## src/rtl/booth_pkg.sv

```systemverilog
// booth_pkg: shared FSM state type and Booth recoding constants for booth_mult_param
package booth_pkg;
    typedef enum logic [1:0] {IDLE, CALC, DONE} booth_state_t;
    // Booth recoding of {Q[0], q_1}: 01 adds M, 10 subtracts M, 00/11 leave acc alone
    localparam logic [1:0] BOOTH_ADD = 2'b01;
    localparam logic [1:0] BOOTH_SUB = 2'b10;
endpackage

```

## src/rtl/booth_mult_param_if.sv

```systemverilog
// booth_mult_param_if: operand/result handshake bundle for booth_mult_param
// valid/ready/A/B/is_signed: operand request; Mult/done/ack: result handoff
interface booth_mult_param_if #(parameter int WIDTH = 8);
    logic                 valid;
    logic                 ready;
    logic [WIDTH-1:0]     A;
    logic [WIDTH-1:0]     B;
    logic                 is_signed;
    logic [2*WIDTH-1:0]   Mult;
    logic                 done;
    logic                 ack;
    modport slave  (input valid, A, B, is_signed, ack, output ready, Mult, done);
    modport master (output valid, A, B, is_signed, ack, input ready, Mult, done);
endinterface

```

## src/rtl/booth_step.sv

```systemverilog
// booth_step: one radix-2 Booth iteration (add/sub of M, then arithmetic shift of {acc, Q, q_1})
// i_acc/i_q/i_q1: current partial state; i_m: extended multiplicand; o_*: state after the step
module booth_step
    import booth_pkg::*;
#(
    parameter int W1 = 9
) (
    input  logic [W1:0]   i_acc,
    input  logic [W1-1:0] i_q,
    input  logic          i_q1,
    input  logic [W1-1:0] i_m,
    output logic [W1:0]   o_acc,
    output logic [W1-1:0] o_q,
    output logic          o_q1
);
    logic [W1:0] w_m;
    logic [1:0]  w_dec;
    logic [W1:0] w_sum;
    // acc is one bit wider than M, so sign-extending M keeps add/sub overflow-free
    assign w_m   = {i_m[W1-1], i_m};
    assign w_dec = {i_q[0], i_q1};
    assign w_sum = (w_dec == BOOTH_ADD) ? i_acc + w_m :
                   (w_dec == BOOTH_SUB) ? i_acc - w_m : i_acc;
    assign o_acc = {w_sum[W1], w_sum[W1:1]};
    assign o_q   = {w_sum[0], i_q[W1-1:1]};
    assign o_q1  = i_q[0];
endmodule

```

## src/rtl/booth_mult_param.sv

```systemverilog
// booth_mult_param: iterative radix-2 Booth multiplier, signed/unsigned, valid/ready in, done/ack out
// clk/rst: clock and sync active-high reset; bus: slave side of booth_mult_param_if
module booth_mult_param
    import booth_pkg::*;
#(
    parameter int WIDTH = 8
) (
    input  logic                 clk,
    input  logic                 rst,
    booth_mult_param_if.slave    bus
);
    localparam int W1 = WIDTH + 1;
    localparam int CW = $clog2(W1 + 1);
    booth_state_t       r_state;
    logic [W1-1:0]      r_m;
    logic [W1:0]        r_acc;
    logic [W1-1:0]      r_q;
    logic               r_q1;
    logic [CW-1:0]      r_cnt;
    logic [2*WIDTH-1:0] r_mult;
    logic               r_ready;
    logic               r_done;
    logic [W1:0]        w_acc;
    logic [W1-1:0]      w_q;
    logic               w_q1;
    logic [W1-1:0]      w_a_ext;
    logic [W1-1:0]      w_b_ext;
    // One extra bit lets unsigned operands be treated as non-negative signed values
    assign w_a_ext = {bus.is_signed & bus.A[WIDTH-1], bus.A};
    assign w_b_ext = {bus.is_signed & bus.B[WIDTH-1], bus.B};
    booth_step #(.W1(W1)) u_step (
        .i_acc (r_acc),
        .i_q   (r_q),
        .i_q1  (r_q1),
        .i_m   (r_m),
        .o_acc (w_acc),
        .o_q   (w_q),
        .o_q1  (w_q1)
    );
    always_ff @(posedge clk) begin
        if (rst) begin
            r_state <= IDLE;
            r_m     <= '0;
            r_acc   <= '0;
            r_q     <= '0;
            r_q1    <= 1'b0;
            r_cnt   <= '0;
            r_mult  <= '0;
            r_ready <= 1'b1;
            r_done  <= 1'b0;
        end else begin
            case (r_state)
                IDLE: if (bus.valid) begin
                    r_m     <= w_a_ext;
                    r_q     <= w_b_ext;
                    r_acc   <= '0;
                    r_q1    <= 1'b0;
                    r_cnt   <= '0;
                    r_ready <= 1'b0;
                    r_state <= CALC;
                end
                CALC: begin
                    r_acc <= w_acc;
                    r_q   <= w_q;
                    r_q1  <= w_q1;
                    r_cnt <= r_cnt + 1'b1;
                    // Last of W1 steps: the low 2*WIDTH bits of {acc, Q} are the exact product
                    if (r_cnt == CW'(W1 - 1)) begin
                        r_mult  <= {w_acc[WIDTH-2:0], w_q};
                        r_done  <= 1'b1;
                        r_state <= DONE;
                    end
                end
                DONE: if (bus.ack) begin
                    r_done  <= 1'b0;
                    r_ready <= 1'b1;
                    r_state <= IDLE;
                end
                default: r_state <= IDLE;
            endcase
        end
    end
    assign bus.ready = r_ready;
    assign bus.done  = r_done;
    assign bus.Mult  = r_mult;
endmodule

```

## src/flat_wrapper.sv

```systemverilog
// flat-port wrapper written by rule: the top's interface ports become plain ports
module booth_mult_param_flat import booth_pkg::*;
#(
    parameter int WIDTH = 8
)
  (clk, rst, bus_valid, bus_A, bus_B, bus_is_signed, bus_ack, bus_ready, bus_Mult, bus_done);
  booth_mult_param_if #(.WIDTH(WIDTH)) bus_i ();
  input  logic clk;
  input  logic rst;
  input wire logic [$bits(bus_i.valid)-1:0] bus_valid;
  input wire logic [$bits(bus_i.A)-1:0] bus_A;
  input wire logic [$bits(bus_i.B)-1:0] bus_B;
  input wire logic [$bits(bus_i.is_signed)-1:0] bus_is_signed;
  input wire logic [$bits(bus_i.ack)-1:0] bus_ack;
  output wire logic [$bits(bus_i.ready)-1:0] bus_ready;
  output wire logic [$bits(bus_i.Mult)-1:0] bus_Mult;
  output wire logic [$bits(bus_i.done)-1:0] bus_done;
  assign bus_i.valid = bus_valid;
  assign bus_i.A = bus_A;
  assign bus_i.B = bus_B;
  assign bus_i.is_signed = bus_is_signed;
  assign bus_i.ack = bus_ack;
  assign bus_ready = bus_i.ready;
  assign bus_Mult = bus_i.Mult;
  assign bus_done = bus_i.done;
  booth_mult_param #(.WIDTH(WIDTH)) u_core (.clk(clk), .rst(rst), .bus(bus_i));
endmodule
```

## config.mk

```make
export PLATFORM = sky130hd
export DESIGN_NAME = booth_mult_param_flat
export DESIGN_NICKNAME = d
export VERILOG_FILES = /design/src/rtl/booth_pkg.sv /design/src/rtl/booth_mult_param_if.sv /design/src/rtl/booth_step.sv /design/src/rtl/booth_mult_param.sv /design/src/flat_wrapper.sv
export SDC_FILE = /design/constraint.sdc
export NUM_CORES = 1
export LEC_CHECK = 0
export BUFFER_PORTS_ARGS = -buffer_cell sky130_fd_sc_hd__buf_2
export CAP_MARGIN = 20
export CELL_PAD_IN_SITES_DETAIL_PLACEMENT = 0
export CELL_PAD_IN_SITES_GLOBAL_PLACEMENT = 1
export CORE_MARGIN = 3
export CORE_UTILIZATION = 40
export CTS_CLUSTER_SIZE = 25
export DETAILED_ROUTE_END_ITERATION = 8
export HOLD_SLACK_MARGIN = 0.15
export PLACE_DENSITY_LB_ADDON = 0.1
export SETUP_SLACK_MARGIN = 0.5
export SYNTH_ARGS = -nofsm -noshare
export SYNTH_HDL_FRONTEND = slang
export SYNTH_SLANG_ARGS = --single-unit
```

## constraint.sdc

```tcl
create_clock -name clk -period 2.35 [get_ports clk]
set_input_delay 0.1175 -clock clk [delete_from_list [all_inputs] [get_ports clk]]
set_output_delay 0.1175 -clock clk [all_outputs]
set_load 0.05 [all_outputs]
```

==> Yosys cells after proc, flatten, opt, wreduce, memory -nomap -nowiden <==
Index checks and enable logic that the tools add are counted.
{ "op_classes": {"muxes": 19, "n_bitwise": 2, "eq_ne": 8, "addsub": 3, "reduce_logical": 10} }
{ "op_table": {"columns": ["op", "n"], "rows": [
  ["2-to-1 mux 10 bit", 3],
  ["case mux 10 bit (2 select lines)", 1],
  ["case mux 9 bit (2 select lines)", 1],
  ["adder 10 bit", 1],
  ["subtractor 10 bit", 1],
  ["2-to-1 mux 9 bit", 1],
  ["AND reduction 3 bit", 3],
  ["case mux 4 bit (2 select lines)", 1],
  ["2-to-1 mux 2 bit", 3],
  ["case mux 1 bit (2 select lines)", 3],
  ["case mux 2 bit (3 select lines)", 1],
  ["AND reduction 2 bit", 3],
  ["nonzero test 2 bit", 3],
  ["adder 4 x 1 -> 4 bit, second input constant", 1],
  ["equality test 2 x 1 -> 1 bit, second input constant", 2],
  ["equality test 2 bit, second input constant", 2],
  ["equality test 4 bit, second input constant", 1],
  ["2-to-1 mux 1 bit", 4],
  ["2-to-1 mux 4 bit", 1],
  ["!= test 2 bit, second input constant", 2],
  ["AND 1 bit", 2],
  ["zero test 2 bit", 1],
  ["!= test 2 x 1 -> 1 bit, second input constant", 1]
]} }
{ "totals": {"out_inout_bits": 18, "reg_bits": 53, "input_bits": 21, "word_cells": 51} }

==> Depth between registers and ports, before layout <==
Gate-level depths: netlist (run 1).
{ "depth": {"word_depth": 4, "ltp_mapped": 10} }

==> Cells and area by module <==
A second synthesis (run 1) with hierarchy kept.
{ "unflattened": {"hier_cells": 412, "area_unflattened_um2": 3394.5} }
{ "by_module_without_submodules": {"columns": ["module", "area_per_inst_um2", "instances", "cells_per_inst"], "rows": [
  ["booth_mult_param", 2288.4, 1, 255],
  ["booth_step", 1106.1, 1, 157]
]} }

==> Worst setup path before layout (run 1) <==
No wires, ideal clock.
{ "synth_timing": {"kind": "flip-flop to flip-flop", "from": "reg u_core.r_acc[0]", "to": "reg u_core.r_acc[7]", "path_slack_ps": 178, "setup_ps": 96, "path_stages_with_launch": 11, "period_less_slack_ps": 2172, "path_buffers": 0, "required_time_ps": 2254, "arrival_time_ps": 2076, "path_cell_list": "dfxtp_1 inv_1 ha_1 inv_1 fa_1 a21oi_1 o31ai_2 a2111oi_1 nor3_2 mux2i_1 o41ai_2"} }
{ "synth_between": {"elab_chain_len": 4, "word_cells_on_any_way": 5} }
{ "synth_rtl": {"columns": ["element", "line_no", "text"], "rows": [
  ["from (decl)", "booth_mult_param.sv:16", "logic [W1:0] r_acc;"],
  ["from (signal assigned)", "booth_mult_param.sv:63", "r_acc <= w_acc;"],
  ["subtractor 10 bit", "booth_step.sv:23", "(w_dec == BOOTH_SUB) ? i_acc - w_m : i_acc;"],
  ["2-to-1 mux 10 bit", "booth_step.sv:23", null],
  ["2-to-1 mux 10 bit *", "booth_step.sv:22", "assign w_sum = (w_dec == BOOTH_ADD) ? i_acc + w_m :"],
  ["case mux 10 bit (2 select lines) *", "booth_mult_param.sv:52", "case (r_state)"]
]} }
Every way passes the cells marked *; elsewhere a longest branch is shown, timed or not.
A chain may end at the register's enable or synchronous reset.

==> Worst setup path after layout (run 1) <==
Ends and elaborated chain as after synthesis.

==> run_results.csv, run 1 <==
group,metric,value,unit
run_status,status,"finished, final reports clean",
finish,fin_nets,489,
synthesis,synthArstFlopShare,0,%
clock_network,htree_levels,2,
drt,initialDrtViolationCount,101,
sta,rsz0062_at_grt,"true",
setup_path,rr_worst_depth,8,
synthesis,synth-main-ff-cell,"dfxtp_1",
pwr,leakagePower,1.54,nW
finish,drive_above_1_share,26.8,%
sta,fin_skew,0.00475,ns
sta,tns,0,ns
clock_network,cts_tree,"yes",
sta,fin_crit,2.13,ns
floorplan,ios,39,
drt,drt-wirelength-per-cell,15.5,um
setup_path,r2r-start,"u_core.r_acc[0]",
setup_path,cp_max_fo,4,
drt,via_per_inst,5.32,
floorplan,die_w,92.5,um
global_route,track_usage,20.1,%
clock_network,cts_buffers,5,
floorplan,start_util,42.7,%
placed_design,hpwl,5500,um
clock_network,clkLatencyLatePin,0.31,ns
placed_design,port_buffers,38,
drt,finalWirelength,8430,um
sta,setup_viol,0,
setup_path,path_class,"reg -> reg",
finish,fin_area,3950,sq um
synthesis,yosysSeqAreaShare,34.8,%
sta,period_share,90.6,%
setup_path,cp.required,2.57,ns
synthesis,syn_inst,383,
clock_network,cts_sinks,52,
setup_path,end_kind,"flip-flop",
drt,drc,0,
global_route,grt_overflow,0,
setup_path,start_kind,"flip-flop",
drt,vias,2887,
synthesis,synth_edf_count,0,
floorplan,coreArea,7020,sq um
synthesis,ys_types,51,
finish,n_antenna_cell,0,
setup_path,r2r_setup_slack,0.22,ns
drt,detail-route-antenna-nets,0,
clock_network,cts-root-buf,"clkbuf_8",
global_route,antenna_found_initial,0,
finish,seqCellArea,1060,sq um
floorplan,dieArea,8560,sq um
pwr,irDropWorstVdd,0.000366,V
clock_network,clk_pin_slew,0.10,ns
sta,hold_viol,0,
synthesis,synth_nets,426,
floorplan,rows,30,
setup_path,critPathLaunch,"u_core.r_acc[0]",
global_route,grt_max_degree,55,
pwr,p_per_area,554,nW/um^2
setup_path,r2r_end,"u_core.r_acc[7]",
placed_design,placed_area,3310,sq um
finish,area_growth,31.8,%
synthesis,synth_seq_cells,52,
min_path,hp-class,"in -> reg",
sta,slew_viol_final,0,
clock_network,clk_path_buf_depth,2,
synthesis,synth_area,3000,sq um
global_route,grt_pass1_vias,2777,
synthesis,yosysWarnings,0,
sta,slew-limit-headroom,30.5,%
flow_run,cap_violations,0,
drt,drtPass1Iterations,4,
setup_path,crit_end,"u_core.r_acc[7]",
setup_path,cp.arrival,2.35,ns
placed_design,place.gp.congestion,0.877,
sta,worst-slew-pin-transition,1.04,ns
floorplan,die-height,92.5,um
synthesis,postSynthAreaPerCell,7.82,sq um
global_route,grt_pass1_wl,13900,um
finish,multi_input_area,2030,sq um
sta,max_freq,470,MHz
finish,fill_cells,691,
-- routing by layer --
layer	routed length, um	GRT usage (%)
met2	4010	32.9
met3	288	3.01
met4	83	5.57
met5	0	0
met1	4050	27.5
-- kinds of logic (layout without fill, tap and decap cells) --
group | count (synthesis) | after routing | share of synthesized area (%)
AOI/OAI and AO/OA | 95 | 95 | 21.4
xor gates and xnor gates | 8 | 8 | 2.34
adders and majority gates | 22 | 22 | 9.69
buffers and inverters | 42 | 106 | 5.68
DFF | 52 | 52 | 34.8
muxes | 4 | 4 | 1.34
and+or+nand+nor | 160 | 160 | 24.8
-- power breakdown --
group | internal (W) | switching [W]
combinational | 0.000250 | 0.000302
clock | 0.000349 | 0.000327
sequential | 0.000917 | 0.0000411
-- per-stage QoR --
| stage | cells | hold WS [ns] | power, W | util [%] | setup slack (ns) |
|---|---|---|---|---|---|
| after CTS | 539 | 0.217 | 0.00215 | 54.4 | 0.232 |
| after global routing | 543 | 0.286 | 0.00230 | 56.2 | 0.0481 |
| after floorplan | 383 | 0.246 | 0.00128 | - | 0.394 |
| final | 543 | 0.227 | 0.00219 | 56.2 | 0.220 |
| after detailed placement | 504 | 0.358 | 0.00139 | 47.2 | 0.102 |
| after global placement | 504 | 0.359 | 0.00139 | 47.2 | 0.184 |
-- worst min-delay path by stage --
stage               from               end  slack, ns  depth (start not counted)
3_3_place_gp    bus_A[0]     u_core.r_m[0]       0.36                          3
2_1_floorplan   bus_A[0]     u_core.r_m[0]       0.25                          2
6_report       bus_valid  u_core.bus.ready       0.23                          4
4_1_cts        bus_valid  u_core.bus.ready       0.22                          4
3_5_place_dp    bus_A[0]     u_core.r_m[0]       0.36                          3
5_1_grt        bus_valid  u_core.bus.ready       0.29                          4
-- cell usage in the layout (no fill, tap or decap), drive strengths merged, types with 3 or more instances in the layout --
master,count
a31oi,4
a21oi,47
o21a,4
nand4,3
o211ai,7
clkbuf,6
ha,20
nand3,16
o21bai,3
a2111oi,4
mux2i,4
nor2b,7
inv,20
nand2b,7
buf,60
nor2,37
o21ai,5
dlygate4sd3,18
nand3b,5
a311oi,3
a22oi,6
o31ai,4
nand2,65
dfxtp,52
nor4,6
nor3,6
xnor2,6
-- final cells by class --
cell class,count,share of cell area [%]
Sequential cell,52,26.8
Clock buffer,6,2.09
Timing Repair Buffer,78,13.9
Inverter,20,1.97
Multi-Input combinational cell,289,51.3
Clock inverter,2,0.983
Tap cell,96,3.04
-- state kept, by name (all words and copies together), names as in the netlist --
| register | flops |
|---|---|
| u_core.r_q1 | 1 |
| u_core.r_q | 9 |
| u_core.r_m | 9 |
| u_core.r_acc | 9 |
| u_core.r_state | 2 |
| u_core.bus.Mult | 16 |
| u_core.r_cnt | 4 |
| u_core.bus.done | 1 |
| u_core.bus.ready | 1 |
-- timing repair --
action                     in CTS  in global routing
setup endpoints to repair      14                 18
hold buffers                   18                  0
setup buffers                   9                  4
gates resized for setup        30                 19
pin swaps                      13                 14
hold endpoints to repair       19                  0
-- worst max-delay path, cell delays in order, from the launching register on --
cell and delay, ns:
dfxtp_4 0.38, ha_4 0.16, fa_2 0.34, nor2b_1 0.14, o21a_1 0.21, o211ai_1 0.18
a31oi_1 0.14, o21a_1 0.20, o41ai_2 0.28
-- cells in the mapped netlist (all sizes together), types with 7 or more instances --
master | instances | area, sq um
nand2 | 65 | 244
dfxtp | 52 | 1040
a21oi | 47 | 235
nor2 | 37 | 141
ha | 20 | 250
inv | 20 | 75.1
nand3 | 16 | 80.1
clkbuf | 15 | 56.3
buf | 7 | 38.8
nand2b | 7 | 43.8
nor2b | 7 | 43.8
o211ai | 7 | 52.6
No activity file was read; power rests on OpenSTA's default activity.
==> run 2, diff against run 1 <==
--- a/config.mk
+++ b/config.mk
@@ -5,6 +5,7 @@
 export SDC_FILE = /design/constraint.sdc
 export NUM_CORES = 1
 export LEC_CHECK = 0
+export ABC_AREA = 1
 export BUFFER_PORTS_ARGS = -buffer_cell sky130_fd_sc_hd__buf_2
 export CAP_MARGIN = 20
 export CELL_PAD_IN_SITES_DETAIL_PLACEMENT = 0
==> run 2 against run 1 <==
  * Sequential power fell by 0.9%
  * Sequential share of layout area is 1.6 points higher
  * Final cell count up 9.4%
  * Final area fell by 6.4%
  * Critical path depth increased by 1
  * Critical endpoint is now u_core.bus.Mult[12]
  * Largest cell class unchanged
  * Non-clock buffer count shrank 17
  * Clock power fell by 28%
  * Combinational power shrank 16%
  * Clock skew hardly changed
==> run_results.csv, run 2 <==
group,metric,value,unit
clock_network,clk_pin_slew,0.09,ns
sta,setup_viol,0,
synthesis,synth_nets,489,
drt,detail-route-antenna-nets,0,
pwr,p_comb_share,24.4,%
clock_network,htree_levels,2,
setup_path,crit_family,"adder cells",
finish,fin_nets,538,
sta,slew_viol_final,0,
setup_path,path_buf_inv,2,
clock_network,cts_tree,"yes",
pwr,irDropWorstVdd,0.000362,V
setup_path,path_cells,"ha_1, inv_2, fa_2, nand3_1, nand3_2, o21ai_1, nand3_1, o21ai_1, inv_1",
pwr,leakagePower,1.70,nW
global_route,grt_pass1_vias,2770,
pwr,clockPowerShare,25.5,%
synthesis,ys_types,41,
setup_path,cp.required,2.55,ns
synthesis,synth_area,3140,sq um
synthesis,syn_inst,446,
synthesis,synth-main-ff-cell,"dfxtp_1",
setup_path,path_class,"reg -> reg",
setup_path,start_kind,"flip-flop",
pwr,switchingPower,0.000600,W
synthesis,synth_seq_cells,52,
floorplan,dieArea,8940,sq um
placed_design,port_buffers,38,
drt,initialDrtViolationCount,115,
setup_path,cp_max_fo,4,
global_route,grt_max_degree,27,
global_route,track_usage,19.6,%
clock_network,clk_path_buf_depth,2,
synthesis,yosysWarnings,0,
finish,n_antenna_cell,0,
drt,drt-wirelength-per-cell,14.3,um
global_route,grt_overflow,0,
pwr,intPower,0.00130,W
synthesis,postSynthAreaPerCell,7.03,sq um
pwr,p_per_area,514,nW/um^2
pwr,p_total,0.00190,W
finish,final-instance-count-excl-fill,594,
synthesis,yosysSeqAreaShare,33.2,%
finish,drive_above_1_share,22.0,%
global_route,antenna_found_initial,0,
clock_network,cts-root-buf,"clkbuf_8",
clock_network,cts_buffers,5,
min_path,hp-class,"in -> reg",
synthesis,synth_edf_count,0,
drt,finalWirelength,8470,um
finish,layout_commonest_cell,"nand2_1",
floorplan,start_util,42.1,%
setup_path,cp_slowest_stage_delay,0.38,ns
finish,final_core_util,49.6,%
synthesis,yosys-top-cells-area,"dfxtp_1, nand2_1, ha_1",
setup_path,cp.arrival,1.96,ns
setup_path,end_kind,"flip-flop",
drt,drtPass1Iterations,4,
sta,hold_viol,0,
sta,max_freq,567,MHz
pwr,power_frac_seq,50.0,%
sta,worst-slew-pin-transition,0.805,ns
finish,largest_reg_flops,16,
floorplan,coreArea,7450,sq um
sta,fin_crit,1.77,ns
finish,layout_common_cells,"nand2_1, dfxtp_1, inv_1",
sta,rsz0062_at_grt,"true",
placed_design,dp_cells,571,
floorplan,die_w,94.6,um
synthesis,yosys.area.top_type,"dfxtp_1",
sta,slew-limit-headroom,46.3,%
floorplan,rows,31,
finish,area_growth,17.8,%
global_route,grt_pass1_wl,13700,um
pwr,p_sw_share,31.6,%
sta,tns,0,ns
clock_network,clkLatencyLatePin,0.30,ns
finish,seqCellArea,1050,sq um
floorplan,die-height,94.6,um
sta,period_share,75.1,%
floorplan,ios,39,
sta,fin_skew,0.00443,ns
clock_network,cts_sinks,52,
synthesis,synthTopCellsByCount,"nand2_1, dfxtp_1, inv_1",
drt,via_per_inst,5.02,
finish,fill_cells,815,
flow_run,cap_violations,0,
drt,vias,2983,
setup_path,cpMaxStageDelayCell,"dfxtp_1",
finish,multi_input_area,1820,sq um
synthesis,synthArstFlopShare,0,%
synthesis,synth_top_area_share,33.2,%
drt,drc,0,
placed_design,hpwl,6290,um
synthesis,synth.most_common_cell,"nand2_1",
placed_design,place.gp.congestion,0.841,
run_status,status,"finished, final reports clean",
## run 2: cell count changes in the layout (fill, tap and decap cells not counted), moves of 6 or more
cell,delta
nor2b_1,-7
o211ai_1,-6
inv_1,+30
nand2_1,+32
nand3_1,+22
o21ai_1,+7
buf_4,-11
o21ai_0,+17
nand2b_1,-7
nand2_2,+9
## run 2: what timing repair did
| action | 4_1_cts | 5_1_grt |
|---|---|---|
| hold buffers | 15 | 0 |
| cloned | 0 | 0 |
| pin swaps | 0 | 2 |
| gates resized for setup | 5 | 21 |
| endpoints found under the setup margin | 5 | 13 |
| endpoints found under the hold margin | 17 | 0 |
| setup buffers | 0 | 1 |
## run 2: layout make-up
class / instances / share of cell area [%]
clock buffer: 6 / 1.96
clock inverter: 1 / 0.136
inverter: 58 / 6.03
multi-input combinational: 317 / 49.3
sequential: 52 / 28.4
tap: 99 / 3.35
timing repair buffer: 61 / 10.8
## run 2: kinds of logic after synthesis
group	Yosys count	synth area share, %
and+or+nand+nor	205	29.6
DFF	52	33.2
AOI/OAI and AO/OA	89	16.4
adders and majority gates	22	9.25
buffers and inverters	77	11.3
xor gates and xnor gates	1	0.279
## run 2: path summary, 6_finish.rpt
kind                                        from                  end  slack (ns)  cells past startpoint
worst min register to register  u_core.bus.ready     u_core.bus.ready        0.46                      2
worst min-delay path                    bus_B[4]        u_core.r_q[4]        0.15                      3
worst max-delay path               u_core.r_m[0]  u_core.bus.Mult[12]        0.58                      9
worst max register to register     u_core.r_m[0]  u_core.bus.Mult[12]        0.58                      9
## run 2: power groups by stage
| stage | combinational, W | clock, W | sequential [W] |
|---|---|---|---|
| CTS | 0.000442 | 0.000506 | 0.000947 |
| detailed placement | 0.000420 | 0 | 0.000967 |
| floorplan | 0.000322 | 0 | 0.000965 |
| global route | 0.000520 | 0.000526 | 0.000955 |
| finish | 0.000464 | 0.000484 | 0.000949 |
| global placement | 0.000417 | 0 | 0.000966 |
## run 2: routing by layer
| metal | share of wire [%] | track usage, % | up-vias |
|---|---|---|---|
| met5 | 0 | 0 | - |
| met4 | 0.99 | 4.33 | 0 |
| met3 | 2.9 | 1.91 | 6 |
| met2 | 49 | 34.3 | 45 |
| met1 | 47 | 25.9 | 1377 |
| li1 | - | - | 1555 |
## run 2: metrics by stage
stage / worst slack [ns] / cell area (sq um) / hold WS, ns
after floorplan: 0.667 / 3140 / 0.263
after global placement: 0.504 / 3370 / 0.391
after detailed placement: 0.437 / 3370 / 0.384
after CTS: 0.509 / 3610 / 0.154
after global routing: 0.452 / 3690 / 0.173
final: 0.585 / 3690 / 0.149
## run 2: worst min-delay path, stage by stage
cell and delay, ns:
buf_2 0.08, o221ai_1 0.10, a21oi_1 0.11
==> run 3, diff against run 2 <==
--- a/config.mk
+++ b/config.mk
@@ -5,7 +5,7 @@
 export SDC_FILE = /design/constraint.sdc
 export NUM_CORES = 1
 export LEC_CHECK = 0
-export ABC_AREA = 1
+export ABC_AREA = 0
 export BUFFER_PORTS_ARGS = -buffer_cell sky130_fd_sc_hd__buf_2
 export CAP_MARGIN = 20
 export CELL_PAD_IN_SITES_DETAIL_PLACEMENT = 0
==> constraint.sdc (replaced) <==
create_clock -name clk -period 1.7 [get_ports clk]
set_input_delay 0.085 -clock clk [delete_from_list [all_inputs] [get_ports clk]]
set_output_delay 0.085 -clock clk [all_outputs]
set_load 0.05 [all_outputs]
==> run 3 against run 2 <==
  * The flow now finishes with violations (setup timing)
  * Worst setup slack worse by 1.0 ns
  * Largest cell class unchanged
  * Final area is 38% higher
  * Sequential power is 40% higher
  * Combinational power rose by 150%
  * Via count grew 10%
  * Critical path type unchanged
  * Clock-buffer cell count decreased by 1
  * Critical path depth fell by 1
  * Total power grew 79%
  * Utilization is 23 points higher
  * Clock power rose by 88%
==> run_results.csv, run 3 (synthesis results as in run 1) <==
group,metric,value,unit
sta,slew_viol_final,0,
floorplan,rows,30,
finish,area_growth,70.7,%
finish,layout_common_cells,"buf_4, dfxtp_1, buf_2, nand2_1, a21oi_2",
placed_design,hpwl,5980,um
sta,hold_viol,0,
sta,rsz0062_at_grt,"true",
floorplan,dieArea,8560,sq um
sta,max_freq,469,MHz
clock_network,clkLatencyLatePin,0.31,ns
clock_network,cts_buffers,5,
clock_network,htree_levels,2,
pwr,irDropWorstVdd,0.000416,V
floorplan,ios,39,
global_route,grt_pass1_vias,3116,
floorplan,die-height,92.5,um
global_route,grt_pass1_wl,15200,um
drt,drtPass1Iterations,4,
sta,hold_slack,0.202,ns
run_status,status,"complete, but fails checks",
setup_path,cp.required,1.92,ns
finish,n_antenna_cell,0,
sta,fin_skew,0.00584,ns
drt,finalWirelength,10500,um
global_route,grt_overflow,0,
clock_network,cts-root-buf,"clkbuf_8",
finish,layout_commonest_cell,"buf_4",
sta,slew-limit-headroom,69.2,%
drt,drc,0,
floorplan,start_util,42.7,%
sta,period_share,125,%
finish,final-instance-count-excl-fill,608,
global_route,antenna_found_initial,0,
setup_path,cp_slowest_stage_delay,0.38,ns
placed_design,dp_cells,551,
finish,fin_nets,554,
drt,drt-wirelength-per-cell,17.3,um
setup_path,end_kind,"flip-flop",
setup_path,cp.arrival,2.35,ns
pwr,p_per_area,663,nW/um^2
floorplan,die_w,92.5,um
sta,worst-slew-pin-transition,0.461,ns
drt,vias,3296,
clock_network,clk_path_buf_depth,2,
pwr,leakagePower,2.11,nW
global_route,grt_max_degree,27,
setup_path,start_kind,"flip-flop",
drt,detail-route-antenna-nets,0,
setup_path,cp_max_fo,4,
run_status,violations,"setup timing",
placed_design,port_buffers,38,
setup_path,crit_top_cell,"o21a_1",
flow_run,cap_violations,0,
setup_path,path_class,"reg -> reg",
setup_path,path_cells,"ha_4, fa_2, nor2b_4, o21a_1, o211ai_1, a31oi_1, o21a_1, o41ai_2",
drt,via_per_inst,5.42,
min_path,hp-class,"in -> reg",
setup_path,cpMaxStageDelayCell,"dfxtp_4",
global_route,track_usage,22.1,%
drt,initialDrtViolationCount,167,
finish,largest_reg_flops,16,
floorplan,coreArea,7020,sq um
placed_design,place_ws,-0.436,ns
setup_path,path_buf_inv,0,
setup_path,crit_family,"compound AO/OA/AOI/OAI gates",
sta,fin_crit,2.13,ns
finish,final_core_util,72.8,%
clock_network,cts_sinks,52,
clock_network,clk_pin_slew,0.10,ns
clock_network,cts_tree,"yes",
sta,worst_slack,-0.431,ns
sta,setup_viol,14,
placed_design,place.gp.congestion,0.889,
finish,drive_above_1_share,54.3,%
## run 3: worst register-to-register path, cell delays in order (launching register included)
cell and delay [ns]:
dfxtp_4 0.38, ha_4 0.16, fa_2 0.35, nor2b_4 0.13, o21a_1 0.20, o211ai_1 0.18, a31oi_1 0.15, o21a_1 0.21
o41ai_2 0.28
## run 3: area by class of cell
class | count | area, sq um
Multi-Input combinational cell | 290 | 2540
Fill cell | 560 | 1910
Timing Repair Buffer | 142 | 1190
Sequential cell | 52 | 1070
Tap cell | 96 | 120
Inverter | 20 | 80.1
Clock buffer | 5 | 68.8
Clock inverter | 3 | 46.3
## run 3: what timing repair did
action | 4_1_cts | 5_1_grt
buffers inserted | 15 | 11
hold buffers | 18 | 0
gates resized for setup | 79 | 102
setup endpoints to repair | 47 | 50
endpoints found under the hold margin | 20 | 0
cloned | 1 | 4
pin swaps | 42 | 38
## run 3: final timing paths
kind / start / end / slack (ns) / depth (start not counted)
hold reg to reg: u_core.bus.Mult[5] / u_core.bus.Mult[5] / 0.47 / 2
hold / removal: rst / u_core.r_acc[3] / 0.20 / 2
setup / recovery: u_core.r_acc[0] / u_core.r_acc[7] / -0.43 / 8
setup reg to reg: u_core.r_acc[0] / u_core.r_acc[7] / -0.43 / 8
## run 3: metal layers
metal  vias to the layer above  wire [um]  global-route usage (%)
li1                       1595          -                       -
met1                      1606       4460                    29.4
met2                        76       5250                    37.1
met3                        19        556                    2.60
met4                         0        244                    7.43
met5                         -          0                       0
## run 3: report_power, final
| part | leakage (nW) | switching, W | internal, W |
|---|---|---|---|
| registers | 0.430 | 0.0000638 | 0.00126 |
| logic | 1.62 | 0.000589 | 0.000559 |
| clock network | 0.0600 | 0.000463 | 0.000447 |
| total | 2.11 | 0.00112 | 0.00227 |
## run 3: through the flow
step	setup TNS (ns)	cell area [sq um]	total power [W]
4_1_cts	-3.58	4550	0.00318
5_1_grt	-4.85	5110	0.00352
2_1_floorplan	-1.45	3190	0.00182
3_3_place_gp	-3.92	3790	0.00207
3_5_place_dp	-4.30	3790	0.00208
6_report	-3.81	5110	0.00339
